[src/rtl/mips_int_ctrl.sv]
// Four-line interrupt controller: sync, edge detect, sticky pending,
// mask, fixed priority and a REQ/SERVICE handshake with the core.
module mips_int_ctrl #(
    parameter int SYNC_STAGES = 2
) (
    input  logic        clk,
    input  logic        rst,
    input  logic [3:0]  INT,
    input  logic        bus_we,
    input  logic [1:0]  bus_addr,
    input  logic [31:0] bus_wdata,
    output logic [31:0] bus_rdata,
    output logic        irq_o,
    output logic [1:0]  irq_id,
    input  logic        irq_ack
);

    typedef enum logic [1:0] {
        IDLE    = 2'd0,
        REQ     = 2'd1,
        SERVICE = 2'd2
    } state_t;

    localparam logic [1:0] A_PEND = 2'd0;
    localparam logic [1:0] A_MASK = 2'd1;
    localparam logic [1:0] A_STAT = 2'd2;
    localparam logic [1:0] A_EOI  = 2'd3;

    logic [3:0] sync_q [SYNC_STAGES];
    logic [3:0] prev_q;
    logic [3:0] edge_det;
    logic [3:0] pending_q;
    logic [3:0] pending_n;
    logic [3:0] mask_q;
    logic [3:0] enabled;
    logic [1:0] in_service_q;
    state_t     state_q;
    state_t     state_n;
    logic       wr_pend;
    logic       wr_mask;
    logic       wr_eoi;
    logic       ack_take;
    logic       unused_wdata;

    function automatic logic [1:0] prio(input logic [3:0] v);
        logic [1:0] r;
        if (v[0])      r = 2'd0;
        else if (v[1]) r = 2'd1;
        else if (v[2]) r = 2'd2;
        else           r = 2'd3;
        return r;
    endfunction

    always_ff @(posedge clk or negedge rst) begin
        if (!rst) begin
            for (int i = 0; i < SYNC_STAGES; i++) sync_q[i] <= '0;
            prev_q <= '0;
        end else begin
            sync_q[0] <= INT;
            for (int i = 1; i < SYNC_STAGES; i++) sync_q[i] <= sync_q[i-1];
            prev_q <= sync_q[SYNC_STAGES-1];
        end
    end

    assign edge_det     = sync_q[SYNC_STAGES-1] & ~prev_q;
    assign enabled      = pending_q & mask_q;
    assign wr_pend      = bus_we && (bus_addr == A_PEND);
    assign wr_mask      = bus_we && (bus_addr == A_MASK);
    assign wr_eoi       = bus_we && (bus_addr == A_EOI);
    assign ack_take     = (state_q == REQ) && irq_ack;
    assign unused_wdata = ^bus_wdata[31:4];

    // New edges are OR-ed in last so they win over any clear this cycle
    always_comb begin
        pending_n = pending_q;
        if (wr_pend) pending_n = pending_n & ~bus_wdata[3:0];
        if (ack_take) pending_n[irq_id] = 1'b0;
        pending_n = pending_n | edge_det;
    end

    always_comb begin
        state_n = state_q;
        unique case (state_q)
            IDLE:    if (|enabled) state_n = REQ;
            REQ: begin
                if (irq_ack)         state_n = SERVICE;
                else if (~|enabled)  state_n = IDLE;
            end
            SERVICE: if (wr_eoi) state_n = IDLE;
            default: state_n = IDLE;
        endcase
    end

    always_ff @(posedge clk or negedge rst) begin
        if (!rst) begin
            state_q      <= IDLE;
            pending_q    <= '0;
            mask_q       <= '0;
            in_service_q <= '0;
            irq_o        <= 1'b0;
            irq_id       <= '0;
        end else begin
            state_q   <= state_n;
            pending_q <= pending_n;
            irq_o     <= (state_n == REQ);
            if (wr_mask) mask_q <= bus_wdata[3:0];
            // Re-picked every cycle in REQ so a higher source can preempt
            if (state_n == REQ) irq_id <= prio(enabled);
            if (ack_take) in_service_q <= irq_id;
        end
    end

    always_comb begin
        bus_rdata = '0;
        unique case (bus_addr)
            A_PEND:  bus_rdata = {28'b0, pending_q};
            A_MASK:  bus_rdata = {28'b0, mask_q};
            A_STAT:  bus_rdata = {26'b0, state_q, in_service_q, 2'b0};
            A_EOI:   bus_rdata = '0;
            default: bus_rdata = '0;
        endcase
    end

endmodule

[config.mk]
export PLATFORM = sky130hd
export DESIGN_NAME = mips_int_ctrl
export DESIGN_NICKNAME = d
export VERILOG_FILES = /design/src/rtl/mips_int_ctrl.sv
export SDC_FILE = /design/constraint.sdc
export NUM_CORES = 1
export LEC_CHECK = 0
export ABC_AREA = 1
export BUFFER_PORTS_ARGS = -buffer_cell sky130_fd_sc_hd__buf_2
export CAP_MARGIN = 15
export CORE_ASPECT_RATIO = 0.5
export CORE_MARGIN = 2
export CORE_UTILIZATION = 30
export CTS_BUF_LIST = sky130_fd_sc_hd__clkbuf_4 sky130_fd_sc_hd__clkbuf_8 sky130_fd_sc_hd__clkbuf_16
export DETAILED_ROUTE_END_ITERATION = 10
export PLACE_DENSITY = 0.66
export SLEW_MARGIN = 20
export SYNTH_ARGS = -nofsm -noshare
export SYNTH_HDL_FRONTEND = slang
export SYNTH_SLANG_ARGS = --single-unit
[constraint.sdc]
create_clock -name clk -period 0.9 [get_ports clk]
set_clock_uncertainty 0.05 [all_clocks]
set_input_delay 0.09 -clock clk [delete_from_list [all_inputs] [get_ports clk]]
set_output_delay 0.09 -clock clk [all_outputs]
set_load 0.02 [all_outputs]
==> results.tsv <==
stage	metric	value	unit
finish	most common cell after layout, fill and taps aside	nand2_1	
yosys	Yosys top cell area share	52.07	%
power_and_ir_drop	Logic pwr share	48.1	%
finish	Area Growth Syn to Fin	40.31	%
floorplan	Initial Utilization	32.25	%
route	DR top layer	met4	
cts	TritonCTS clock tree	done	
route	Avg Vias per Cell	4.274	
cts	clk buf depth	2	
cts	# H-tree levels	1	
setup_path	flop2flop setup slack	-230	ps
grt	number of global-route vias before repair	994	
yosys	Yosys reg bits	27	
cts	clock slew seen by the registers of the worst setup and hold paths	90	ps
grt	largest net degree at the start of global routing	18	
grt	global-route wire length before repair	4.153	mm
setup_path	Max Fanout on Critical Path	2	
route	wire per inst	10.92	um
status	status	complete, but fails checks	
power_and_ir_drop	Power Dens Cells	2512	mW/mm2
route	routed length on met3	159	um
power_and_ir_drop	Leak	0.9453	nW
yosys	Ys Warns	0	
yosys	synth unique cells	17	
route	Final ANT Viol Nets	0	
finish	Final #Nets	237	
route	via count	1060	
route	Starting DRT DRC Count	70	
floorplan	IO Count	77	
floorplan	core area	0.004024	mm2
timing	Peak Freq	814.8	MHz
yosys	syn_area_per_cell	9.137	um2
finish	commonest cells after routing, fill and taps aside	nand2_1 (28), conb_1 (26), dfrtp_1 (26), buf_6 (17)	
timing	post-route minimum period	1227	ps
floorplan	cell row count	16	
power_and_ir_drop	PnR Total Power	4.572	mW
setup_path	crit path launch	mask_q[2]$_DFFE_PN0P_	
yosys	top cells by area, synth	dfrtp_1 (52%), buf_4 (15%), nand2_1 (11%)	
yosys	Synth Cell Area	0.001297	mm2
yosys	Gate Count Post-Synth	142	
worst_hold_path	hold-critical path depth	3	
cts	clk sinks	27	
finish	ANT cells	0	
setup_path	Critical Path Start Type	flip-flop	
timing	setup ws final	-327.3	ps
route	router iterations before antenna repair	4	
setup_path	depth of the worst register-to-register path	5	
worst_hold_path	Hold WC Path Type	input pin to flip-flop	
power_and_ir_drop	Peak VDD IR	0.9942	mV
setup_path	Crit path arrival time	1090	ps
setup_path	data required time of the worst path	760	ps
setup_path	kind of critical path	flip-flop to output port	
timing	Tcrit/Tclk final	136.4	%
placed_design	GPL Wtd Cong	0.7554	
setup_path	worst reg2reg endpoint	pending_q[2]$_DFF_PN0_	
power_and_ir_drop	Clk pwr share	15.4	%
grt	initial antenna violation count	0	
cts	Skew-Pair Late Insertion Delay	270	ps
grt	Global Route Usage Sum	10.57	%
route	final wirelength	2.708	mm
power_and_ir_drop	Switching Share	36.96	%
worst_hold_path	Hold Path Origin	bus_wdata[1]	
setup_path	CP endpoint kind	output port	
power_and_ir_drop	Seq pwr share	36.6	%
cts	CTS root buffer	clkbuf_8	
power_and_ir_drop	Power Internal	2.883	mW
grt	gr ovfl total	0	
timing	Final setup viols	20	
route	WL met1	1.039	mm
finish	Post-Route Utilization	45.24	%
route	DRC	0	
status	failing checks	setup timing	
placed_design	port bufs	22	
cts	total CTS buffers	3	
finish	fraction of layout cells with a size suffix above 1	39.18	%
route	routed wl met2	1.438	mm
timing	final setup TNS	-3994	ps
setup_path	R2R Path Start	state_q[0]$_DFF_PN0_	
yosys	register area share after synthesis	52.07	%
timing	Pins Over Slew Limit	0	
timing	RSZ-0062 raised after global routing	yes	
power_and_ir_drop	Psw	1.690	mW
run	max_cap viols	0	
yosys	leading area contributor after synthesis	dfrtp_1	
floorplan	die width	97.01	um
timing	endpoints failing hold	0	
floorplan	die area	0.004899	mm2
floorplan	die height	50.51	um
placed_design	DP HPWL	1.775	mm
worst_hold_path	Hold EP	mask_q[1]$_DFFE_PN0P_	
==> routing by layer <==
metal / vias up / global-route usage, %
met4: 0 / 4.695
met5: - / 0
li1: 497 / -
met3: 6 / 2.089
met2: 50 / 20.37
met1: 507 / 11.51
==> critical path: stages, from the launching register on <==
cell and delay [ps]:
dfrtp_1 400, buf_6 120, nand2_2 50, o211ai_1 80, buf_4 170
==> Yosys cell counts <==
master	n
nor2_4	3
nand2_1	37
dfrtp_1	27
buf_2	1
a22o_2	2
buf_4	26
nand2_4	1
a31o_2	1
nor2_1	3
o211ai_1	2
o21ai_0	3
a21oi_1	2
inv_1	15
conb_1	1
and2_1	2
nand3_1	14
nand3b_1	2
==> state kept, by name, summed over array words and instances (netlist names) <==
name,flops
pending_q,4
prev_q,4
in_service_q,2
sync_q,8
mask_q,4
state_q,2
irq_id,2
irq_o,1
==> power groups by stage <==
stage / Sequential, mW / Combinational [mW] / Clock (mW)
2_1_floorplan: 1.75 / 0.773 / 0
3_3_place_gp: 1.69 / 1.19 / 0
3_5_place_dp: 1.70 / 1.21 / 0
4_1_cts: 1.63 / 1.88 / 0.723
5_1_grt: 1.69 / 2.39 / 0.798
6_report: 1.67 / 2.20 / 0.703
==> layout make-up <==
cell class | count | area [um2]
Clock buffer | 3 | 41.29
Sequential cell | 27 | 676.9
Tap cell | 54 | 67.56
Fill cell | 356 | 2203
Timing Repair Buffer | 49 | 424.2
Clock inverter | 1 | 8.758
Multi-Input combinational cell | 99 | 545.5
Inverter | 15 | 56.30
==> how the worst max path moves through the flow <==
stage,to,slack (ps),cells past startpoint
2_1_floorplan,pending_q[3]$_DFF_PN0_,-50,4
3_3_place_gp,irq_id[1]$_DFFE_PN0N_,-110,7
6_report,bus_rdata[2],-330,4
3_5_place_dp,pending_q[0]$_DFF_PN0_,-140,5
5_1_grt,bus_rdata[2],-380,4
4_1_cts,bus_rdata[2],-340,4
==> logic make-up after synthesis <==
group | synth area share [%]
AND/OR/NAND/NOR | 22.56
buffers and inverters | 19.77
flip-flops | 52.07
AO/OA/AOI/OAI | 5.303
other | 0.2890
==> per-stage QoR <==
| step | instances | setup slack, ps | hold slack [ps] | cell area, um2 |
|---|---|---|---|---|
| 2_1_floorplan | 167 | -49.88 | -255.6 | 1399 |
| 3_3_place_gp | 224 | -112.7 | -65.11 | 1449 |
| 3_5_place_dp | 224 | -138.7 | -70.03 | 1449 |
| 4_1_cts | 244 | -335.5 | 14.09 | 1720 |
| 5_1_grt | 248 | -377.3 | 19.97 | 1821 |
| 6_report | 248 | -327.3 | 22.45 | 1821 |
==> timing repair <==
action,in CTS,in global routing
cloned,1,0
gates resized for setup,29,23
hold buffers,5,0
setup buffers,10,5
pin swaps,9,12
hold endpoints to repair,31,0
setup endpoints to repair,20,21
(Power assumes the default switching activity.)
